### src/rtl/fnd_scan_ctrl.sv
`default_nettype none
// ============================================================================
// Module   : fnd_scan_ctrl
// Purpose  : 4-digit common-anode 7-segment scanner with per-frame input
//            snapshot and packed BCD of the lower digit pair.
//            Optional macro LEADING_ZERO_BLANK_EN blanks a zero on digit 3.
// Revision : 1.0 - initial release
// ============================================================================
module fnd_scan_ctrl #(
    parameter int SCAN_DIV   = 100_000,
    parameter int BLINK_HALF = 50
) (
    input  logic       clk,
    input  logic       rst,
    input  logic       sw,
    input  logic [6:0] msec,
    input  logic [5:0] sec,
    input  logic [5:0] min,
    input  logic [4:0] hour,
    output logic [3:0] fnd_com,
    output logic [7:0] fnd_data,
    output logic [7:0] time_data
);

    localparam int               CNT_W    = $clog2(SCAN_DIV);
    localparam logic [CNT_W-1:0] CNT_LAST = CNT_W'(SCAN_DIV - 1);
    localparam logic [6:0]       DP_LIMIT = 7'(BLINK_HALF);

    logic [CNT_W-1:0] scan_cnt;
    logic [1:0]       digit;
    logic [6:0]       snap_msec;
    logic [5:0]       snap_sec;
    logic [5:0]       snap_min;
    logic [4:0]       snap_hour;
    logic             sw_q;

    logic             slot_end;
    logic             frame_end;
    logic [6:0]       field_hi;
    logic [6:0]       field_lo;
    logic [7:0]       hi_bcd;
    logic [7:0]       lo_bcd;
    logic [3:0]       digit_val;
    logic [7:0]       seg_next;
    logic [3:0]       com_next;

    function automatic logic [7:0] to_bcd(input logic [6:0] v);
        logic [3:0] tens;
        logic [3:0] ones;
        tens = 4'((v / 7'd10) % 7'd10);
        ones = 4'(v % 7'd10);
        return {tens, ones};
    endfunction

    function automatic logic [7:0] seg7(input logic [3:0] n);
        logic [7:0] s;
        case (n)
            4'd0:    s = 8'hC0;
            4'd1:    s = 8'hF9;
            4'd2:    s = 8'hA4;
            4'd3:    s = 8'hB0;
            4'd4:    s = 8'h99;
            4'd5:    s = 8'h92;
            4'd6:    s = 8'h82;
            4'd7:    s = 8'hF8;
            4'd8:    s = 8'h80;
            4'd9:    s = 8'h90;
            default: s = 8'hFF;
        endcase
        return s;
    endfunction

    assign slot_end  = (scan_cnt == CNT_LAST);
    assign frame_end = slot_end && (digit == 2'd3);

    // Snapshot is taken only as digit 3 hands over to digit 0, so a frame never mixes old and new data.
    always_ff @(posedge clk) begin
        if (rst) begin
            scan_cnt  <= '0;
            digit     <= 2'd0;
            snap_msec <= '0;
            snap_sec  <= '0;
            snap_min  <= '0;
            snap_hour <= '0;
            sw_q      <= 1'b0;
        end else begin
            scan_cnt <= slot_end ? '0 : scan_cnt + 1'b1;
            if (slot_end) begin
                digit <= digit + 2'd1;
            end
            if (frame_end) begin
                snap_msec <= msec;
                snap_sec  <= sec;
                snap_min  <= min;
                snap_hour <= hour;
                sw_q      <= sw;
            end
        end
    end

    always_comb begin
        field_hi = sw_q ? {2'b00, snap_hour} : {1'b0, snap_sec};
        field_lo = sw_q ? {1'b0, snap_min}   : snap_msec;
        hi_bcd   = to_bcd(field_hi);
        lo_bcd   = to_bcd(field_lo);

        case (digit)
            2'd0:    digit_val = lo_bcd[3:0];
            2'd1:    digit_val = lo_bcd[7:4];
            2'd2:    digit_val = hi_bcd[3:0];
            default: digit_val = hi_bcd[7:4];
        endcase

        seg_next = seg7(digit_val);
        if ((digit == 2'd2) && (snap_msec < DP_LIMIT)) begin
            seg_next[7] = 1'b0;
        end
`ifdef LEADING_ZERO_BLANK_EN
        if ((digit == 2'd3) && (digit_val == 4'd0)) begin
            seg_next = 8'hFF;
        end
`endif
        com_next = ~(4'b0001 << digit);
    end

    always_ff @(posedge clk) begin
        if (rst) begin
            fnd_com   <= 4'b1111;
            fnd_data  <= 8'hFF;
            time_data <= 8'h00;
        end else begin
            fnd_com   <= com_next;
            fnd_data  <= seg_next;
            time_data <= lo_bcd;
        end
    end

endmodule
`default_nettype wire

### config.mk
export PLATFORM = sky130hd
export DESIGN_NAME = fnd_scan_ctrl
export DESIGN_NICKNAME = d
export VERILOG_FILES = /design/src/rtl/fnd_scan_ctrl.sv
export SDC_FILE = /design/constraint.sdc
export NUM_CORES = 1
export LEC_CHECK = 0
export ABC_AREA = 1
export BUFFER_PORTS_ARGS = -buffer_cell sky130_fd_sc_hd__buf_2
export CORE_ASPECT_RATIO = 1.4
export CORE_UTILIZATION = 30
export DETAILED_ROUTE_END_ITERATION = 12
export HOLD_SLACK_MARGIN = 0.1
export MAX_ROUTING_LAYER = met4
export SLEW_MARGIN = 10
export SYNTH_ARGS = -nofsm -noshare
export SYNTH_HDL_FRONTEND = slang
export SYNTH_SLANG_ARGS = --single-unit
export TNS_END_PERCENT = 100
### constraint.sdc
create_clock -name clk -period 8.65 [get_ports clk]
set_input_delay 1.2975 -clock clk [delete_from_list [all_inputs] [get_ports clk]]
set_output_delay 1.2975 -clock clk [all_outputs]
set_load 0.05 [all_outputs]
; After elaboration in Yosys (flattened, before gate mapping)
; Memory sizes are Yosys's and may differ from the RTL's. A register that Yosys moved wholly into a read port is not among the register bits.
; Cells that the tools add are included.
[op_classes]
reduce_logical = 4
mux = 4
addsub = 2
n_shift = 1
order_cmp = 1
n_bitwise = 1
div = 6
n_eq_ne = 4
[ops]
columns = cell, n
row1 = $mod 7x4->7 const B, 4
row2 = $add 17x1->17 const B, 1
row3 = $eq 17x17->1 const B, 1
row4 = $div 7x4->7 const B, 2
row5 = $pmux 4 s3, 1
row6 = $lt 7x6->1 const B, 1
row7 = $mux 7, 1
row8 = $mux 6, 1
row9 = $eq 2x2->1 const B, 2
row10 = $not 4->4, 1
row11 = $shl 1x2->4 const A, 1
row12 = $add 2x1->2 const B, 1
row13 = $eq 2x1->1 const B, 1
row14 = $logic_and 1x1->1, 2
row15 = $logic_not 2->1, 1
row16 = $reduce_or 2->1, 1
row17 = $mux 1, 1
[totals]
out_inout_bits = 20
n_memories = 1
elab_cells = 34
regBits = 64
mem_bits_ro = 112
input_bits = 27
[memory_table]
columns = memory, depth, width, rd, rd_ports_with_merged_regs, write_ports, line_no
row1 = (no name shown), 16, 7, 1, 1, 0, 57  ; case (n)

; Longest topological paths before layout
; Gate-level depths: netlist of the first run.
[logic_depth]
depth_word = 4
mapped_depth = 40
ltp_nobuf = 40

; Least setup slack after synthesis of the first run
; OpenSTA, ideal clock, no wires.
[synth_path]
kind = reg2reg
startpoint = reg sw_q
endpoint = reg fnd_data[1]
stages_incl_launch_ff = 37
arrival_time_ps = 4092
path_buffers = 2
setup_ps = 59
path_slack_ps = 4499
period_less_slack_ps = 4151
path_cell_list = dfxtp_1 > buf_6 > buf_6 > nand2_1 > o21a_4 > ha_1 > o21ai_2 > nand2_1 > a22oi_1 > nand2_2 > nand2_1 > nand2_1 > nand2_2 > nand2_2 > nand3_2 > nand2_2 > nand2_1 > nand2_1 > inv_1 > ha_1 > nand3_1 > nand2_1 > nand3_2 > nand2_4 > nand2_2 > nand2_2 > ha_1 > inv_1 > nand2_2 > nand3_2 > nand2_1 > nand3_1 > nand2_2 > inv_1 > ha_1 > or2_0 > nand2_1
[synth_via]
elab_chain_len = 4
[synth_rtl]
columns = item, line_no
row1 = from (decl), 35  ; logic sw_q;
row2 = from (signal assigned), 96  ; sw_q <= sw;
row3 = $mux 6 or $mux 7 (tied branches), "102, 103"
row4 = $div 7x4->7, 50  ; tens = 4'((v / 7'd10) % 7'd10);
row5 = $mod 7x4->7, 50
row6 = $pmux 4 s3 (*), 107  ; case (digit)
row7 = to (decl), 21  ; output logic [7:0] fnd_data,
; Mark *: on every way between the ends. The rest lies on a longest branch, timed or not.
; A chain may end at the register's enable or synchronous reset.

; Worst setup path after layout of the first run
; Same ends and word-level chain as after synthesis.

==> results of run 1 <==
==> layout make-up <==
cell class / count / area, sq um
fillers: 1282 / 7590
multi-input cells: 358 / 2000
flip-flops and latches: 64 / 1280
inverters: 87 / 327
repair buffers: 47 / 238
clock buffers: 11 / 233
well taps: 147 / 184
clock inverters: 4 / 22.5
==> power groups by stage <==
stage	Combinational (mW)	Sequential, mW	Clock (mW)
finish	0.0238	0.299	0.311
CTS	0.0242	0.299	0.321
global placement	0.0236	0.305	0
detailed placement	0.0242	0.305	0
global route	0.0267	0.299	0.335
floorplan	0.00842	0.312	0
==> worst max path at each step <==
| stage | to | from | slack, ns | cells past startpoint |
|---|---|---|---|---|
| after floorplan | fnd_data[1] | sw_q | 4.50 | 36 |
| after global placement | fnd_data[1] | sw_q | 3.96 | 35 |
| after detailed placement | fnd_data[1] | sw_q | 3.63 | 35 |
| after CTS | fnd_data[1] | sw_q | 3.57 | 35 |
| after global routing | fnd_data[1] | sw_q | 3.08 | 37 |
| final | fnd_data[1] | sw_q | 3.59 | 35 |
==> cell usage after synthesis, drive strengths merged (2+ instances only) <==
master | number | area share [%]
buf | 2 | 0.61
or2 | 4 | 0.68
nand3b | 4 | 0.92
o211ai | 2 | 0.55
xnor2 | 3 | 0.72
nand3 | 43 | 7.3
nor2 | 39 | 4.1
o21ai | 47 | 7.0
dfxtp | 64 | 35
xor2 | 4 | 0.95
nor3 | 10 | 1.4
nor4 | 2 | 0.51
a21oi | 37 | 6.0
nand2 | 129 | 15
a22oi | 3 | 0.61
inv | 87 | 8.9
ha | 16 | 5.5
clkbuf | 10 | 1.0
nand4 | 9 | 1.5
==> worst register-to-register path: cells and delay by family (launching register included) <==
| family | cells | cell delay, ns |
|---|---|---|
| flops | 1 | 0.81 |
| buf+inv | 4 | 0.33 |
| fa+ha+maj | 4 | 0.84 |
| compound gates | 2 | 0.46 |
| simple gates | 25 | 2.55 |
==> layer usage <==
layer	part of all wire, %	vias to the layer above	wire, um
met4	1.9	0	142
met5	0	-	0
met2	49	66	3700
met1	45	1449	3420
met3	4.6	13	350
li1	-	1770	-
==> registers in the layout, indices dropped and copies added, names as in the netlist <==
signal	flops
scan_cnt	17
fnd_data	8
time_data	8
snap_msec	7
snap_min	6
snap_sec	6
snap_hour	5
fnd_com	4
digit	2
sw_q	1
==> cells by family after synthesis <==
group           synth area share [%]
compound gates                  15.5
xor+xnor                        1.67
fa+ha+maj                       5.45
buf+inv                         10.5
flops                           34.9
simple gates                    32.0
==> stage by stage <==
stage | setup slack, ns | cell area, sq um | total power, mW
after floorplan | 4.50 | 3670 | 0.320
after global placement | 3.96 | 4030 | 0.329
after detailed placement | 3.63 | 4030 | 0.330
after CTS | 3.57 | 4290 | 0.644
after global routing | 3.08 | 4290 | 0.661
final | 3.59 | 4290 | 0.634
==> out/metrics.cfg, run 1 <==
[run_status]
status = complete, no violations

[synth]
syn_inst = 521
netlist_area_sq_mm = 0.00367
synth_flop_cell = dfxtp_1
yosysUniqueCellTypes = 39
yosysWarnings = 0
syn_nets = 564
ys_ff_latch = 64
async_reset_ff_share_pct = 0
synth-seq-area-share_pct = 34.9
synth-edff-count = 0
syn_area_per_cell_sq_um = 7.05

[power]
p_clk_share_pct = 49.0
seq_power_share_pct = 47.2
internal_power_mw = 0.496
combinationalPowerShare_pct = 3.8
peakVddDrop_mv = 0.0777
powerDensity_mw_per_mm2 = 148
power.switching_mw = 0.137
p_leak_nw = 1.92
switching_share_pct = 21.7

[clocking]
cts_made_buffers = 9
ctsResizeCount = 0
cts.sinks = 64
clk_latency_ns = 0.33
post_cts_buffers = 0
cts.path.max_buffers = 2
cts_root_buf = clkbuf_16
cts_tree = done
clk_pin_slew_ns = 0.05
holdBufCountCts = 0
htreeDepth = 3

[worst_hold_path]
hold_path.class = flip-flop to flip-flop
worstHoldEndpoint = snap_hour[4]
hold_depth = 2
hold_start = snap_hour[4]

[placement]
dp.cells = 703
io_buffers = 46
place.gp.congestion = 0.808
hpwl_um = 6040

[global_route]
first_global_vias = 3175
grt_overflow = 0
grt_use_met3_pct = 3.91
grt_pass1_wl_um = 13400
grt_max_degree = 51
use_met2_pct = 22.5
grt-busiest-layer = met2
grt_usage_pct = 13.7
antenna_found_initial = 0
met1_usage_pct = 15.4

[drt]
wl_per_cell_um = 10.6
vias_per_cell = 4.59
drt_first_pass_iters = 6
wl_um = 7620
num_vias = 3298
drtIter0Drc = 108
drcViolationCount = 0
ant_nets = 0

[die]
ioPinCount = 47
die_y_um = 133
coreArea_sq_mm = 0.0119
die_w_um = 95.5
num_rows = 47
dieArea_sq_mm = 0.0127
start_util_pct = 30.9

[timing]
finalSetupViolCount = 0
final-hold-violation-count = 0
post-route-period-util_pct = 58.5
fmax_ghz = 0.198
whs_ns = 0.445
final_max_slew_viol_count = 0
slew_headroom_pct = 42.1
fin_skew_ns = 0.00607
min_period_ns = 5.06
finalSetupTns_ns = 0
worst_slew_pin_slew_ns = 0.868
rsz0062_at_grt = false

[final_layout]
fin_cells = 718
finish.utilization_pct = 36.1
final_common_cell = nand2_1
antennaDiodeCount = 0
drive_gt1_share_pct = 20.1
nNetsFinal = 610
flow.area_growth_from_synthesis_pct = 16.8
most-common-layout-cells = nand2_1 (107), inv_1 (79), dfxtp_1 (64), buf_2 (46), nor2_1 (38)

[setup_path]
worstPathMaxFanout = 21
reg2reg_depth = 35
end_kind = flip-flop
cp_slowest_cell = dfxtp_1
r2r_end = fnd_data[1]
crit_family = simple AND/OR/NAND/NOR gates
startpoint_type = flip-flop
rr_startpoint = sw_q
worstPathRequired_ns = 8.92
cp.buffers_inverters = 4
criticalPathCategory = flip-flop to flip-flop
crit_arrival_ns = 5.33
slowest_delay_ns = 0.81
r2r_slack_ns = 3.59

[run]
drv_cap = 0

(Power assumes the default switching activity.)
==> inputs of run 2 (changes only) <==
clock period = 5.2 ns   (was 8.65 ns; I/O delays follow)
==> out/metrics.cfg, run 2 (same netlist as run 1, synthesis figures left out) <==
[timing]
slew_headroom_pct = 44.1
fin_ws_ns = 0.645
finalSetupTns_ns = 0
whs_ns = 0.447
final-hold-violation-count = 0
final_max_slew_viol_count = 0
worst_slew_pin_slew_ns = 0.838
post-route-period-util_pct = 87.6
rsz0062_at_grt = false
finalSetupViolCount = 0
fmax_ghz = 0.220
min_period_ns = 4.55
fin_skew_ns = 0.00651

[worst_hold_path]
worstHoldEndpoint = snap_sec[0]
hold_path.class = flip-flop to flip-flop
hold_depth = 2
hold_start = snap_sec[0]

[drt]
wl_um = 7510
drcViolationCount = 0
drt_first_pass_iters = 4
ant_nets = 0
vias_per_cell = 4.52
drtIter0Drc = 120
wl_per_cell_um = 10.4
num_vias = 3253

[setup_path]
cp.buffers_inverters = 4
r2r_slack_ns = 0.65
crit_family = simple AND/OR/NAND/NOR gates
reg2reg_depth = 35
cp_slowest_cell = dfxtp_2
worstPathRequired_ns = 5.47
r2r_end = fnd_data[1]
worstPathMaxFanout = 10
startpoint_type = flip-flop
end_kind = flip-flop
criticalPathCategory = flip-flop to flip-flop
slowest_delay_ns = 0.45
crit_arrival_ns = 4.82
rr_startpoint = sw_q

[global_route]
grt_usage_pct = 13.4
first_global_vias = 3103
grt_overflow = 0
use_met2_pct = 21.9
grt_pass1_wl_um = 13200
antenna_found_initial = 0
grt_max_degree = 51
grt-busiest-layer = met2
met1_usage_pct = 15.4
grt_use_met3_pct = 2.76

[power]
peakVddDrop_mv = 0.164
power_mw = 1.18
powerDensity_mw_per_mm2 = 270
p_leak_nw = 1.95

[final_layout]
antennaDiodeCount = 0
flow.area_growth_from_synthesis_pct = 18.8
final_common_cell = nand2_1
largest_reg_flops = 17
finish.utilization_pct = 36.7
regMostFlops = scan_cnt
fin_cells = 719
reg_top3 = scan_cnt: 17 flops, fnd_data: 8 flops, time_data: 8 flops
drive_gt1_share_pct = 20.8
nNetsFinal = 611
most-common-layout-cells = nand2_1 (107), inv_1 (79), dfxtp_1 (63), buf_2 (46), nor2_1 (38)
final_cell_area_sq_mm = 0.00436

[die]
die_y_um = 133
start_util_pct = 30.9
coreArea_sq_mm = 0.0119
die_w_um = 95.5
num_rows = 47
ioPinCount = 47
dieArea_sq_mm = 0.0127

[clocking]
cts.path.max_buffers = 2
cts_root_buf = clkbuf_16
clk_latency_ns = 0.33
ctsResizeCount = 0
cts_tree = done
cts.sinks = 64
post_cts_buffers = 0
holdBufCountCts = 0
clk_pin_slew_ns = 0.05
htreeDepth = 3
cts_made_buffers = 9

[placement]
dp_slack_ns = 0.498
placed_cell_area_sq_mm = 0.00404
place.gp.congestion = 0.812
io_buffers = 46
dp.cells = 704
hpwl_um = 6020

[run_status]
status = complete, no violations

[run]
drv_cap = 0

## run 2: changes by cell type in the layout (fill, tap and decap cells not counted), sizes merged
| cell | delta |
|---|---|
| buf | +1 |
| clkinv | -1 |
| clkbuf | -1 |
| bufinv | +2 |
## run 2: layout make-up
cell class	count	area (sq um)
Multi-Input combinational cell	358	2000
Timing Repair Buffer	48	245
Tap cell	147	184
Fill cell	1267	7520
Sequential cell	64	1280
Inverter	87	327
Clock buffer	10	239
Clock inverter	5	81.3
## run 2: worst max-delay path by stage
stage               slack (ns)          end  start  cells after the start
floorplan                 1.05  fnd_data[1]   sw_q                     36
global placement          0.79  fnd_data[1]   sw_q                     35
detailed placement        0.50  fnd_data[1]   sw_q                     35
CTS                       0.48  fnd_data[1]   sw_q                     35
global route              0.16  fnd_data[1]   sw_q                     35
finish                    0.65  fnd_data[1]   sw_q                     35
## run 2: worst min-delay path, stage by stage, from the launching register on
cell     delay, ns
dfxtp_1       0.30
inv_1         0.05
a21oi_1       0.05
## run 2: routing by layer
| layer | up-vias | share of wire, % |
|---|---|---|
| met1 | 1423 | 47 |
| met5 | - | 0 |
| li1 | 1766 | - |
| met4 | 0 | 2.1 |
| met3 | 9 | 3.7 |
| met2 | 55 | 47 |
## run 2: power breakdown
group	switching, mW	internal [mW]
clock network	0.211	0.429
registers	0.00172	0.496
logic	0.0261	0.0134
